===== src/rtl/keypad_matrix_emulator.sv =====
// Responder end of a 4x4 keypad scan interface: plays back one timed key press per
// host request (bounce-in, hold, bounce-out, gap) and answers column strobes on the rows.
module keypad_matrix_emulator #(
   parameter int BOUNCE_CYCLES = 8,
   parameter int BOUNCE_PERIOD = 2,
   parameter int HOLD_CYCLES   = 64,
   parameter int GAP_CYCLES    = 16
) (
   input  logic       clk,
   input  logic       rst,
   input  logic [3:0] cols,
   output logic [3:0] rows,
   input  logic [3:0] key_code,
   input  logic       key_valid,
   output logic       key_ready,
   output logic       pressed,
   output logic       busy
);

   typedef enum logic [2:0] {
      IDLE,
      BOUNCE_IN,
      HOLD,
      BOUNCE_OUT,
      GAP
   } state_e;

   localparam int MAX_AB  = (BOUNCE_CYCLES > HOLD_CYCLES) ? BOUNCE_CYCLES : HOLD_CYCLES;
   localparam int MAX_LEN = (MAX_AB > GAP_CYCLES) ? MAX_AB : GAP_CYCLES;
   localparam int CW      = (MAX_LEN > 1) ? $clog2(MAX_LEN) : 1;
   localparam int SW      = (BOUNCE_PERIOD > 1) ? $clog2(BOUNCE_PERIOD) : 1;

   localparam int BC_LAST   = (BOUNCE_CYCLES > 0) ? BOUNCE_CYCLES - 1 : 0;
   localparam int HOLD_LAST = (HOLD_CYCLES > 0) ? HOLD_CYCLES - 1 : 0;
   localparam int GAP_LAST  = (GAP_CYCLES > 0) ? GAP_CYCLES - 1 : 0;
   localparam int BP_LAST   = (BOUNCE_PERIOD > 0) ? BOUNCE_PERIOD - 1 : 0;

   localparam logic [CW-1:0] BC_END   = CW'(BC_LAST);
   localparam logic [CW-1:0] HOLD_END = CW'(HOLD_LAST);
   localparam logic [CW-1:0] GAP_END  = CW'(GAP_LAST);
   localparam logic [SW-1:0] SUB_END  = SW'(BP_LAST);

   state_e        state_q, state_d;
   logic [CW-1:0] phaseCnt_q, phaseCnt_d;
   logic [SW-1:0] subCnt_q, subCnt_d;
   logic [3:0]    code_q, code_d;
   logic          pressed_q, pressed_d;
   logic          entering;
   logic          subWrap;

   always_ff @(posedge clk) begin
      if (rst) begin
         state_q    <= IDLE;
         phaseCnt_q <= '0;
         subCnt_q   <= '0;
         code_q     <= '0;
         pressed_q  <= 1'b0;
      end else begin
         state_q    <= state_d;
         phaseCnt_q <= phaseCnt_d;
         subCnt_q   <= subCnt_d;
         code_q     <= code_d;
         pressed_q  <= pressed_d;
      end
   end

   // Zero-length bounce and gap phases are skipped by jumping straight past them.
   always_comb begin
      state_d = state_q;
      code_d  = code_q;
      unique case (state_q)
         IDLE: begin
            if (key_valid) begin
               code_d = key_code;
               if (BOUNCE_CYCLES > 0) state_d = BOUNCE_IN;
               else                   state_d = HOLD;
            end
         end
         BOUNCE_IN: begin
            if (phaseCnt_q == BC_END) state_d = HOLD;
         end
         HOLD: begin
            if (phaseCnt_q == HOLD_END) begin
               if (BOUNCE_CYCLES > 0)   state_d = BOUNCE_OUT;
               else if (GAP_CYCLES > 0) state_d = GAP;
               else                     state_d = IDLE;
            end
         end
         BOUNCE_OUT: begin
            if (phaseCnt_q == BC_END) begin
               if (GAP_CYCLES > 0) state_d = GAP;
               else                state_d = IDLE;
            end
         end
         GAP: begin
            if (phaseCnt_q == GAP_END) state_d = IDLE;
         end
         default: state_d = IDLE;
      endcase

      entering   = (state_d != state_q);
      subWrap    = (subCnt_q == SUB_END);
      phaseCnt_d = (entering || state_q == IDLE) ? '0 : phaseCnt_q + 1'b1;
      subCnt_d   = (entering || subWrap) ? '0 : subCnt_q + 1'b1;
   end

   // Bounce contact flips whenever the sub-counter wraps, i.e. every BOUNCE_PERIOD cycles.
   always_comb begin
      pressed_d = 1'b0;
      unique case (state_d)
         HOLD:       pressed_d = 1'b1;
         BOUNCE_IN:  pressed_d = entering ? 1'b1 : (pressed_q ^ subWrap);
         BOUNCE_OUT: pressed_d = entering ? 1'b0 : (pressed_q ^ subWrap);
         default:    pressed_d = 1'b0;
      endcase

      key_ready = (state_q == IDLE);
      busy      = (state_q != IDLE);
      pressed   = pressed_q;
      rows      = (pressed_q && cols[code_q[1:0]]) ? (4'b0001 << code_q[3:2]) : 4'b0000;
   end

endmodule


===== config.mk =====
export PLATFORM = sky130hd
export DESIGN_NAME = keypad_matrix_emulator
export DESIGN_NICKNAME = d
export VERILOG_FILES = /design/src/rtl/keypad_matrix_emulator.sv
export SDC_FILE = /design/constraint.sdc
export NUM_CORES = 1
export LEC_CHECK = 0
export ABC_CLOCK_PERIOD_IN_PS = 1250
export CAP_MARGIN = 40
export CELL_PAD_IN_SITES_DETAIL_PLACEMENT = 1
export CELL_PAD_IN_SITES_GLOBAL_PLACEMENT = 1
export CORE_ASPECT_RATIO = 0.7
export CORE_MARGIN = 4
export CORE_UTILIZATION = 33
export DETAILED_ROUTE_END_ITERATION = 6
export GPL_ROUTABILITY_DRIVEN = 0
export MAX_ROUTING_LAYER = met4
export PLACE_DENSITY = 0.84
export RECOVER_POWER = 100
export SYNTH_ARGS = -nofsm -noshare
export SYNTH_HDL_FRONTEND = slang
export SYNTH_SLANG_ARGS = --single-unit
export TNS_END_PERCENT = 5

===== constraint.sdc =====
create_clock -name clk -period 1.25 [get_ports clk]
set_input_delay 0.25 -clock clk [delete_from_list [all_inputs] [get_ports clk]]
set_output_delay 0.25 -clock clk [all_outputs]
set_load 0.02 [all_outputs]

==> impl_table.tex <==
\begin{tabular}{lr}
\hline
Metric & Value \\
\hline
\multicolumn{2}{l}{\textbf{Finish}} \\
Share of cells above drive strength 1 & $\sim$45\% \\
Multi-input gate area in the final layout & 543.0 um2 \\
Sequential cell area in the final layout & 310.3 um2 \\
Layout Utilization & 54.98\% \\
Net count, final & 131 \\
Diode count & 0 \\
Filler cell count in the final layout & 254 \\
Non-filler instance count after layout & 150 \\
Layout-stage area growth over the synthesis result & 50.45\% \\
\multicolumn{2}{l}{\textbf{STA}} \\
RSZ-0062 raised after global routing & true \\
Worst relative slew slack & 80.01\% \\
Actual slew at the worst max-slew pin & between 200 and 300 ps \\
Share of the clock period used by the worst path after layout & 141.0\% \\
Time the final worst path needs with I/O delays and setup & 1763 ps \\
Highest clock rate & 567.2 MHz \\
Max Slew Vio Count & 0 \\
Hold Worst Slack & 485.8 ps \\
Worst setup skew after layout & between 0.9 and 1 ps \\
Final count of negative-setup-slack endpoints & 15 \\
Final Hold Viols & 0 \\
Post-layout worst setup margin & -512.9 ps \\
\multicolumn{2}{l}{\textbf{Floorplan}} \\
Core Area & 2260 um2 \\
Count of pins on the block boundary & 18 \\
Die area & 3380 um2 \\
Initial core utilization & 36.54\% \\
Overall die width & between 60 and 70 um \\
Chip height & roughly 50 um \\
Placement Rows & 14 \\
\multicolumn{2}{l}{\textbf{Detailed routing}} \\
DRC violation total after the first TritonRoute iteration & 25 \\
Remaining number of nets flagged by the antenna check after routing & 0 \\
Final wirelength & 2.425 mm \\
Detailed-route DRC error count & 0 \\
Vias per cell & about 5.0 \\
First-pass iteration count of the detailed router & 2 \\
Per-cell routed wire length & 16.17 um \\
Total vias in the final route & 746 \\
\multicolumn{2}{l}{\textbf{Setup path}} \\
Slowest cell on the critical path & sky130\_fd\_sc\_hd\_\_mux4\_2 \\
Critical path fanouts, max & 3 \\
CP delay by family, top & multiplexers \\
Worst Path Buf+Inv & 1 \\
Kind of end point of the critical path & output port \\
Crit-path cells & mux4\_2, nand2\_4, nor3b\_4, buf\_6 \\
Type of the worst setup path & reg -> out \\
Critical path data arrival time & between 1500 and 2000 ps \\
Startpoint Class & flop \\
Slowest cell delay on critical path & between 500 and 600 ps \\
Data required time at the worst endpoint & 1000 ps \\
\multicolumn{2}{l}{\textbf{Synth}} \\
Number of warnings issued by yosys & 0 \\
Cells taking the most area after synthesis & sky130\_fd\_sc\_hd\_\_dfxtp\_1 (36\%), sky130\_fd\_sc\_hd\_\_buf\_6 (5.5\%), sky130\_fd\_sc\_hd\_\_xnor2\_1 (5.3\%) \\
EDFF count, synth & 0 \\
Syn Inst Count & 85 \\
Synthesized area per cell & 9.715 um2 \\
Synth area leader & sky130\_fd\_sc\_hd\_\_dfxtp\_1 \\
Syn Nets & 97 \\
Sequential share of the synthesized area & 36.36\% \\
Commonest cells post-synth & sky130\_fd\_sc\_hd\_\_dfxtp\_1 (15), sky130\_fd\_sc\_hd\_\_nor2\_1 (10), sky130\_fd\_sc\_hd\_\_nor3\_1 (8), sky130\_fd\_sc\_hd\_\_xnor2\_1 (5) \\
Post-synthesis instance area & 825.8 um2 \\
Area fraction of the dominant cell type after synthesis & 36.36\% \\
Most frequently used cell type in the post-synthesis netlist & sky130\_fd\_sc\_hd\_\_dfxtp\_1 \\
Synth unique cells & 35 \\
Post-synthesis register bit count & 15 \\
Fraction of synthesis flops using an asynchronous set or reset pin & 0\% \\
Flip-flop cell with the highest count after synthesis & sky130\_fd\_sc\_hd\_\_dfxtp\_1 \\
\multicolumn{2}{l}{\textbf{GRT}} \\
Total overflow reported by the global router & 0 \\
Via count of the first global-routing pass & 749 \\
Pin count of the biggest net entering global routing & 10 \\
Overall Global Routing Usage & 16.43\% \\
Global-route wire length before repair & 3.946 mm \\
Initial antenna violation count & 0 \\
\multicolumn{2}{l}{\textbf{Clock network}} \\
Deepest level of the CTS H-tree & 1 \\
\# clock sinks & 15 \\
Clock tree from TritonCTS & done \\
Clock buffer depth & 2 \\
Clk\_lat worst skew & 290 ps \\
Post-CTS repair timing setup buffer count & 0 \\
Clock slew seen by the registers of the worst setup and hold paths & 90 ps \\
Total clock buffers created by CTS & 3 \\
Clock tree root driver cell & sky130\_fd\_sc\_hd\_\_clkbuf\_4 \\
Post-cts hold buffer count & 0 \\
\multicolumn{2}{l}{\textbf{Pwr}} \\
Areal power density over the cells & between 800 and 900 nW/um2 \\
Total power draw & 1.001 mW \\
Maximum VDD drop & 0.0005212 V \\
Lkg Pwr & approximately 0.47 nW \\
\multicolumn{2}{l}{\textbf{Status}} \\
Run status & finished with violations \\
Violated checks & negative setup slack \\
\multicolumn{2}{l}{\textbf{Run}} \\
Max Cap Violations & 0 \\
\multicolumn{2}{l}{\textbf{Placed design}} \\
Total half-perimeter wirelength after legalization and detailed placement & $\sim$1.9 mm \\
Placed cell count & 146 \\
Input/output buffers & 17 \\
\multicolumn{2}{l}{\textbf{Hold path}} \\
Class of the tightest hold or removal check & reg -> reg \\
\hline
\end{tabular}
final timing paths:
kind / slack, ps / cells after the start / from / end
max: -510 / 4 / code_q[0] / rows[2]
min: 490 / 1 / subCnt_q / subCnt_q
max reg2reg: -100 / 5 / phaseCnt_q[0] / phaseCnt_q[0]
min reg2reg: 490 / 1 / subCnt_q / subCnt_q
timing repair:
item | CTS | global route
endpoints found under the setup margin | 21 | 19
resized for setup | 48 | 9
pin swaps | 4 | 5
per-layer routing:
metal  global-route usage [%]  vias up  part of all wire, %
met1                    19.13      367                   44
met2                    26.49        8                   53
li1                         -      369                    -
met4                    5.941        0                  1.3
met3                    5.000        2                  1.8
met5                        -        -                    0
power breakdown:
group | leakage, nW | switching (mW) | internal (mW)
registers | 0.125 | 0.0236 | 0.495
clock network | 0.0177 | 0.163 | 0.119
logic | 0.323 | 0.0904 | 0.110
total | 0.466 | 0.277 | 0.724
logic make-up (layout without fill, tap and decap cells):
logic type / after synthesis / count (layout) / share of synthesized area (%)
AO/OA/AOI/OAI: 7 / 7 / 7.424
XOR/XNOR: 6 / 6 / 6.364
adder cells (fa/ha/maj): 1 / 1 / 1.515
buffers and inverters: 10 / 43 / 8.331
flip-flops: 15 / 15 / 36.36
multiplexers: 5 / 5 / 7.576
AND/OR/NAND/NOR: 41 / 41 / 32.43
stage by stage:
step,setup TNS [ps],area [um2],worst slack (ps)
after global routing,-4150,1242,-584.2
after global placement,-5670,1150,-871.1
after detailed placement,-6428,1150,-918.1
final,-2746,1242,-512.9
after floorplan,-833.7,858.3,-97.61
after CTS,-2703,1229,-546.0
state kept, by name, indices dropped and copies added, names as in the netlist:
register    flops
state_q         3
phaseCnt_q      6
pressed         1
code_q          4
subCnt_q        1
final cells by class:
cell class	instances	share of cell area, %
Multi-Input combinational cell	60	43.71
Tap cell	32	3.223
Clock buffer	3	1.813
Clock inverter	1	0.4028
Inverter	4	1.208
Timing Repair Buffer	35	24.67
Sequential cell	15	24.97
cells in the final DEF (no fill, tap or decap), types with 2 or more instances in the layout:
master,Yosys,final
sky130_fd_sc_hd__mux2i_1,4,4
sky130_fd_sc_hd__buf_6,4,6
sky130_fd_sc_hd__nor3b_4,0,2
sky130_fd_sc_hd__clkbuf_4,0,3
sky130_fd_sc_hd__nand3_2,1,2
sky130_fd_sc_hd__inv_1,4,4
sky130_fd_sc_hd__o21ai_1,1,2
sky130_fd_sc_hd__dfxtp_2,0,5
sky130_fd_sc_hd__buf_4,0,16
sky130_fd_sc_hd__xnor2_1,5,5
sky130_fd_sc_hd__clkdlybuf4s50_1,0,10
sky130_fd_sc_hd__nor3_1,8,7
sky130_fd_sc_hd__nor3_4,1,2
sky130_fd_sc_hd__nor2_1,10,10
sky130_fd_sc_hd__dfxtp_1,15,9
sky130_fd_sc_hd__nand3_1,3,2
sky130_fd_sc_hd__and3_1,4,3
Note: power is estimated with default switching activity, not from simulation.
